### config.mk
export PLATFORM = sky130hd
export DESIGN_NAME = enemy_hit_ctrl
export DESIGN_NICKNAME = d
export VERILOG_FILES = /design/src/rtl/enemy_hit_ctrl.sv
export SDC_FILE = /design/constraint.sdc
export NUM_CORES = 1
export LEC_CHECK = 0
export ABC_AREA = 1
export CAP_MARGIN = 20
export CORE_MARGIN = 2
export CORE_UTILIZATION = 30
export DETAILED_ROUTE_END_ITERATION = 6
export HOLD_SLACK_MARGIN = 0.08
export SLEW_MARGIN = 20
export SYNTH_ARGS = -nofsm -noshare
export SYNTH_HDL_FRONTEND = slang
export SYNTH_SLANG_ARGS = --single-unit
### constraint.sdc
create_clock -name frame_clk -period 1.6 [get_ports frame_clk]
set_input_delay 0.48 -clock frame_clk [delete_from_list [all_inputs] [get_ports frame_clk]]
set_output_delay 0.48 -clock frame_clk [all_outputs]
set_load 0.02 [all_outputs]
### src/rtl/enemy_hit_ctrl.sv
// enemy_hit_ctrl
//   Enemy hit detection and life-cycle controller, clocked once per video frame.
//   Watches the player bullet against the enemy hit box, accepts at most one
//   hit per shot, and steps the enemy through ALIVE/FLASH/DYING/DEAD/respawn.
//   It also keeps a saturating score total for the HUD.
//
// Ports
//   frame_clk      in   1   frame clock, one rising edge per frame
//   Reset          in   1   asynchronous, active-high reset
//   BallX, BallY   in  10   bullet centre (unsigned pixels)
//   bfiring        in   1   bullet in flight (0 = parked)
//   EnemyX, EnemyY in  10   enemy centre (unsigned pixels)
//   hit            out  1   one-frame pulse, a hit was accepted on the last edge
//   kill           out  1   one-frame pulse, that hit took hp to 0
//   enemy_state    out  2   0 ALIVE, 1 FLASH, 2 DYING, 3 DEAD
//   enemy_visible  out  1   sprite enable (blinks during FLASH, off when DEAD)
//   hp             out  3   remaining hit points
//   score          out 16   running score, saturates at 16'hFFFF
module enemy_hit_ctrl #(
  parameter logic [9:0]  ENEMY_HW       = 10'd8,
  parameter logic [9:0]  ENEMY_HH       = 10'd16,
  parameter logic [9:0]  BALL_SIZE      = 10'd2,
  parameter logic [2:0]  MAX_HP         = 3'd3,
  parameter logic [7:0]  FLASH_FRAMES   = 8'd4,
  parameter logic [7:0]  DYING_FRAMES   = 8'd16,
  parameter logic [7:0]  RESPAWN_FRAMES = 8'd60,
  parameter logic [15:0] SCORE_VALUE    = 16'd100
) (
  input  logic        frame_clk,
  input  logic        Reset,
  input  logic [9:0]  BallX,
  input  logic [9:0]  BallY,
  input  logic        bfiring,
  input  logic [9:0]  EnemyX,
  input  logic [9:0]  EnemyY,
  output logic        hit,
  output logic        kill,
  output logic [1:0]  enemy_state,
  output logic        enemy_visible,
  output logic [2:0]  hp,
  output logic [15:0] score
);

  typedef enum logic [1:0] {
    ALIVE = 2'd0,
    FLASH = 2'd1,
    DYING = 2'd2,
    DEAD  = 2'd3
  } state_t;

  // Box limits widened to 11 bits so the parameter sums cannot overflow.
  localparam logic [10:0] LIM_X = {1'b0, ENEMY_HW} + {1'b0, BALL_SIZE};
  localparam logic [10:0] LIM_Y = {1'b0, ENEMY_HH} + {1'b0, BALL_SIZE};

  localparam logic [7:0] FLASH_LAST = FLASH_FRAMES   - 8'd1;
  localparam logic [7:0] DYING_LAST = DYING_FRAMES   - 8'd1;
  localparam logic [7:0] DEAD_LAST  = RESPAWN_FRAMES - 8'd1;

  state_t      r_state;
  logic [7:0]  r_frame_cnt;
  logic        r_shot_used;
  logic [2:0]  r_hp;
  logic        r_hit;
  logic        r_kill;
  logic        r_visible;
  logic [15:0] r_score;

  state_t      w_state_nxt;
  logic [7:0]  w_cnt_nxt;
  logic        w_shot_nxt;
  logic [2:0]  w_hp_nxt;
  logic        w_hit_nxt;
  logic        w_kill_nxt;
  logic        w_visible_nxt;
  logic [15:0] w_score_nxt;

  // Overlap test on 11-bit signed deltas: both coordinates are zero-extended
  // first, so a bullet just left of an enemy at x=5 gives dx=-5, not a wrap.
  logic signed [10:0] w_dx;
  logic signed [10:0] w_dy;
  logic        [10:0] w_adx;
  logic        [10:0] w_ady;
  logic               w_overlap;
  logic               w_hit_cond;
  logic        [16:0] w_score_sum;
  logic        [15:0] w_score_sat;

  assign w_dx  = $signed({1'b0, BallX}) - $signed({1'b0, EnemyX});
  assign w_dy  = $signed({1'b0, BallY}) - $signed({1'b0, EnemyY});
  assign w_adx = w_dx[10] ? 11'(-w_dx) : 11'(w_dx);
  assign w_ady = w_dy[10] ? 11'(-w_dy) : 11'(w_dy);

  assign w_overlap  = (w_adx <= LIM_X) && (w_ady <= LIM_Y);
  assign w_hit_cond = bfiring && w_overlap && !r_shot_used && (r_state == ALIVE);

  assign w_score_sum = {1'b0, r_score} + {1'b0, SCORE_VALUE};
  assign w_score_sat = w_score_sum[16] ? 16'hFFFF : w_score_sum[15:0];

  // Next-state / next-output logic
  always_comb begin
    w_state_nxt = r_state;
    w_cnt_nxt   = r_frame_cnt;
    w_hp_nxt    = r_hp;
    w_hit_nxt   = 1'b0;
    w_kill_nxt  = 1'b0;
    w_score_nxt = r_score;

    case (r_state)
      ALIVE: begin
        if (w_hit_cond) begin
          w_hp_nxt  = r_hp - 3'd1;
          w_hit_nxt = 1'b1;
          w_cnt_nxt = 8'd0;
          // ALIVE guarantees hp >= 1, so hp == 1 is exactly the fatal hit.
          if (r_hp == 3'd1) begin
            w_state_nxt = DYING;
            w_kill_nxt  = 1'b1;
            w_score_nxt = w_score_sat;
          end else begin
            w_state_nxt = FLASH;
          end
        end
      end
      FLASH: begin
        if (r_frame_cnt == FLASH_LAST) begin
          w_state_nxt = ALIVE;
          w_cnt_nxt   = 8'd0;
        end else begin
          w_cnt_nxt = r_frame_cnt + 8'd1;
        end
      end
      DYING: begin
        if (r_frame_cnt == DYING_LAST) begin
          w_state_nxt = DEAD;
          w_cnt_nxt   = 8'd0;
        end else begin
          w_cnt_nxt = r_frame_cnt + 8'd1;
        end
      end
      DEAD: begin
        if (r_frame_cnt == DEAD_LAST) begin
          w_state_nxt = ALIVE;
          w_hp_nxt    = MAX_HP;
          w_cnt_nxt   = 8'd0;
        end else begin
          w_cnt_nxt = r_frame_cnt + 8'd1;
        end
      end
      default: begin
        w_state_nxt = ALIVE;
        w_cnt_nxt   = 8'd0;
      end
    endcase

    // Dropping the bullet re-arms the shot; that clear beats a same-edge set.
    // Outside ALIVE hit_cond is 0, so collisions there leave the flag alone.
    if (!bfiring)
      w_shot_nxt = 1'b0;
    else if (w_hit_cond)
      w_shot_nxt = 1'b1;
    else
      w_shot_nxt = r_shot_used;

    // Visibility is derived from the values being registered, so it always
    // lines up with enemy_state in the same frame.
    case (w_state_nxt)
      DEAD:    w_visible_nxt = 1'b0;
      FLASH:   w_visible_nxt = ~w_cnt_nxt[0];
      default: w_visible_nxt = 1'b1;
    endcase
  end

  always_ff @(posedge frame_clk or posedge Reset) begin
    if (Reset) begin
      r_state     <= ALIVE;
      r_frame_cnt <= 8'd0;
      r_shot_used <= 1'b0;
      r_hp        <= MAX_HP;
      r_hit       <= 1'b0;
      r_kill      <= 1'b0;
      r_visible   <= 1'b1;
      r_score     <= 16'd0;
    end else begin
      r_state     <= w_state_nxt;
      r_frame_cnt <= w_cnt_nxt;
      r_shot_used <= w_shot_nxt;
      r_hp        <= w_hp_nxt;
      r_hit       <= w_hit_nxt;
      r_kill      <= w_kill_nxt;
      r_visible   <= w_visible_nxt;
      r_score     <= w_score_nxt;
    end
  end

  assign hit           = r_hit;
  assign kill          = r_kill;
  assign enemy_state   = r_state;
  assign enemy_visible = r_visible;
  assign hp            = r_hp;
  assign score         = r_score;

endmodule
Yosys cells after proc, flatten, opt, wreduce, memory -nomap -nowiden. Index checks and enable logic that the tools add are counted. Widths: inputs -> output; s select.

Bits in registers: 33.

Add/subtract/negate cells: 7. Bitwise logic cells: 1. Mux-type cells: 25. Reductions and logical operators: 9. Equality and inequality tests: 12. $lt $le $gt $ge: 2.

Operators with widths (number): $mux 8 (4); $pmux 8 s4 (1); $mux 11 (2); $neg 11->11 (2); $sub 10x10->11 (2); $add 16x7->17 const B (1); $mux 16 (1); $le 11x4->1 const B (1); $le 11x5->1 const B (1); $mux 2 (5); $add 8x1->8 const B (1); $eq 8x2->1 const B (1); $eq 8x4->1 const B (1); $eq 8x6->1 const B (1); $pmux 2 s4 (1); $mux 1 (7); $eq 2x2->1 const B (3); $mux 3 (2); $pmux 3 s2 (1); $reduce_and 3->1 (2); $eq 2x1->1 const B (2); $logic_and 1x1->1 (4); $ne 2x2->1 const B (2); $eq 3x1->1 const B (1); other kinds (7) (7).

Longest topological paths before layout.
Depth after elaboration: 12. Mapped depth: 25. Depth with buffers taken out: 25.

Least setup slack after synthesis. No wires, ideal clock.

Path kind: in2reg. From: input BallX[0]. To: register r_score[10], in the netlist score[10]. Arrival: 2789 ps. Path slack: -1256 ps. Stages on the path: 22. Path through: inv_1 > ha_1 > inv_1 > fa_1 > nand2_1 > clkinv_1 > nor2_2 > nor2_1 > nand3_1 > nor2_1 > nand2_1 > nand3_1 > nand2_1 > nand2_1 > nor2_2 > nand2_1 > nor2_2 > nand3_2 > nor2_4 > nand3_2 > buf_6 > nand3_2.

Cells in the longest elaborated chain, start to end: 9.

Ends and longest elaborated chain: start, declared (line 31) `input logic [9:0] BallX,`; $sub 10x10->11 * (line 88) `assign w_dx = $signed({1'b0, BallX}) - $signed({1'b0, EnemyX});`; $neg 11->11 (line 90) `assign w_adx = w_dx[10] ? 11'(-w_dx) : 11'(w_dx);`; $mux 11 * (line 90); $le 11x4->1 * (line 93) `assign w_overlap = (w_adx <= LIM_X) && (w_ady <= LIM_Y);`; $logic_and 1x1->1 * (line 93); $logic_and 1x1->1 * (3 in series) (line 94) `assign w_hit_cond = bfiring && w_overlap && !r_shot_used && (r_state == ALIVE);`; $reduce_and 3->1 (no line) *; end signal, assigned (line 191) `r_score <= w_score_nxt;`; end, declared (line 66) `logic [15:0] r_score;`.

Mark *: on every way between the ends. The rest lies on a longest branch, timed or not. A chain may end at the register's enable or synchronous reset.

Worst setup path in the final report.
From: input BallX[0]. To: register r_score[3], in the netlist score[3].

The elaborated chain is that of the path after synthesis.

==> reports/metrics.yaml <==
floorplanning:
  die_area_sq_mm: 0.01376
  coreArea_sq_mm: 0.01257
  io_pins: 67
  die_h_microns: 117.3
  start_util_pct: 30.63
  die_w_microns: 117.3
  rows: 41
clock_network:
  path_clk_slew_ps: 50
  clock-sinks: 32
  htreeDepth: 2
  numCtsBuffers: 5
  cts_tree: "yes"
  clockRootBuffer: "clkbuf_16"
  hold_buffers: 0
  insertion_delay_ps: 270
  ctsLongestPathBuffers: 2
setup_path:
  worstRegToRegCells: 14
  cp-start-kind: "primary input"
  cp.arrival_ps: 3080
  r2r-start: "r_shot_used"
  path_class: "in2reg"
  crit_path_frequent_cell: "nand2_1"
  rrSetupSlack_ps: -180
  slowest_delay_ps: 420
  slowest_stage: "fa_2"
  worstPathMaxFanout: 5
  cp-end-kind: "register"
  required_ps: 1770
  r2r-end: "score[3]"
global_routing:
  grt_max_degree: 33
  grt_overflow: 0
  track_usage_pct: 16.91
  antenna_found_initial: 0
  grt_first_pass_wirelength_microns: 19380
  grt_pass1_vias: 4520
timing:
  slew_headroom_pct: 74.05
  period_needed_ps: 2917
  fin_worst_skew_ps: 6.127
  tns_ps: -38650
  finalHoldViolCount: 0
  max_freq_ghz: 0.3428
  fin_crit_sh_pct: 182.3
  rsz0062_at_grt: "yes"
  setup_viol: 32
  worstMarginPinSlew_ps: 387.8
  final.setup.worst_slack_ps: -1317
  drv_slew: 0
detailed_routing:
  dr_total_vias: 4625
  postRouteWirelength_microns: 11100
  drt-vias-per-instance: 4.561
  avgRoutedWirePerCell_microns: 10.95
  drcViolationCount: 0
  first_pass_iters: 4
  ant_nets: 0
  drt_iter0_drc: 293
synth:
  ys_warn_count: 0
  syn-num-nets: 722
  ys_seq_area_share_pct: 20.90
  synth_area_sq_mm: 0.003850
  yosysUniqueCellTypes: 34
  ys_ff_latch: 32
  synth_cells: 653
  synth_area_per_cell_sq_um: 5.896
final_layout:
  drive_above_1_share_pct: 38.36
  area_growth_pct: 67.83
  diodes: 0
  fin_cells: 1014
  final_net_count: 910
power:
  peakVddDrop_v: 0.0004744
  powerDensity_mw_per_mm2: 632.3
  total_leakage_power_uw: 0.003440
hold_path:
  hold_depth: 2
  min_to: "r_shot_used"
  hold_path.class: "reg2reg"
  hp-start: "r_shot_used"
placed_design:
  pre_cts_ws_ps: -1964
  dp_hpwl_microns: 8131
  globalplace.congestion: 0.8172
  dp_cells: 983
  io_buffer_count: 66
run_status:
  violations: "negative setup slack"
  status: "finished with violations"
flow_run:
  cap_violations: 0
-- through the flow --
stage,hold slack (ps),total power (uW),instance area (sq um),util (%)
after floorplan,440.6,2070,3915,-
after global placement,462.1,2816,5537,44.05
after detailed placement,464.0,2822,5537,44.05
after CTS,484.3,4032,6401,50.93
after global routing,510.9,4424,6461,51.41
final,481.5,4085,6461,51.41
-- synthesized netlist by cell type --
cell      number  area share [%]
buf_2          2            0.26
a31oi_1        2            0.32
nor2_1        55             5.4
nand3_2       14             3.6
inv_2          5            0.49
o22ai_1        3            0.49
a21oi_1       14             1.8
clkbuf_1       2            0.20
xor2_1         5             1.1
nand2_2        7             1.1
buf_6          3            0.88
ha_1          24             7.8
buf_1          1           0.097
o32ai_1        1            0.23
nor4_1         1            0.16
nand3b_1       2            0.39
nor2_2         7             1.1
a21oi_2        2            0.46
dfstp_2        3             2.0
o21bai_1       3            0.58
dfrtp_1       29              19
a21oi_4        1            0.42
nor3_2         2            0.52
nand4_1       32             5.2
nand2_1      214              21
nor3_1         6            0.78
o21ai_0       12             1.6
nor2_4         1            0.29
fa_1           2             1.0
nand3_1       70             9.1
or2_2          1            0.16
clkinv_1       1           0.097
buf_4          2            0.39
inv_1        124              12
-- critical path: cells and delay by family --
family	cells	cell delay (ps)
simple gates	17	1630
buf+inv	6	420
fa+ha+maj	2	540
-- power breakdown --
part | leakage [uW] | internal [uW] | switching [uW]
registers | 0.000414 | 883 | 38.8
logic | 0.00296 | 1030 | 1230
clock network | 0.0000679 | 574 | 329
-- registers in the layout, summed over array words and instances (netlist names) --
register,cells
hp,3
enemy_visible,1
r_shot_used,1
r_frame_cnt,8
enemy_state,2
kill,1
hit,1
score,15
-- timing repair --
item,4_1_cts,5_1_grt
gates cloned,3,0
buffers inserted,22,2
pin swaps,97,25
resized for setup,242,30
setup endpoints to repair,56,38
-- how the worst max path moves through the flow --
stage / from / to / slack [ps] / cells past startpoint
2_1_floorplan: BallX[0] / score[10] / -1180 / 22
3_3_place_gp: BallX[0] / score[15] / -1900 / 23
3_5_place_dp: BallX[0] / score[4] / -1960 / 23
4_1_cts: BallX[0] / score[3] / -1260 / 25
5_1_grt: BallY[8] / score[2] / -1490 / 22
6_report: BallX[0] / score[3] / -1320 / 25
-- logic make-up after synthesis --
| family | after synthesis | synth area share (%) |
|---|---|---|
| AOI/OAI and AO/OA | 38 | 5.883 |
| DFF | 32 | 20.90 |
| buffers and inverters | 140 | 14.49 |
| adders and majority gates | 26 | 8.840 |
| and+or+nand+nor | 412 | 48.75 |
| xor gates and xnor gates | 5 | 1.137 |
-- final cells by class --
class / count / area [sq um]
multi-input combinational: 482 / 3162
inverter: 130 / 511.7
tap: 172 / 215.2
clock buffer: 7 / 132.6
clock inverter: 1 / 5.005
fill: 1258 / 6107
sequential: 32 / 804.5
timing repair buffer: 190 / 1630
-- layer usage --
layer	share of wire, %	up-vias	routed length [microns]	track usage, %
li1	-	2447	-	-
met1	47	2091	5196	22.19
met2	48	79	5381	30.23
met3	3.9	8	431	1.957
met4	0.84	0	93	2.824
met5	0	-	0	0
-- cells in the final DEF, fill, tap and decap left out, drive strengths merged, types with 2 or more instances in the layout --
master and n:
o22ai 3, inv 129, ha 24, clkbuf 12
nand3 84, dlygate4sd2 50, nand2 221, clkdlybuf4s15 3
a21oi 17, dfrtp 29, o21bai 3, xor2 5
nand3b 2, nor2 64, clkdlybuf4s50 4, o21ai 12
nand4 32, nor3 8, buf 128, fa 2
a31oi 2, clkinv 2, dfstp 3
Note: power is estimated with default switching activity, not from simulation.
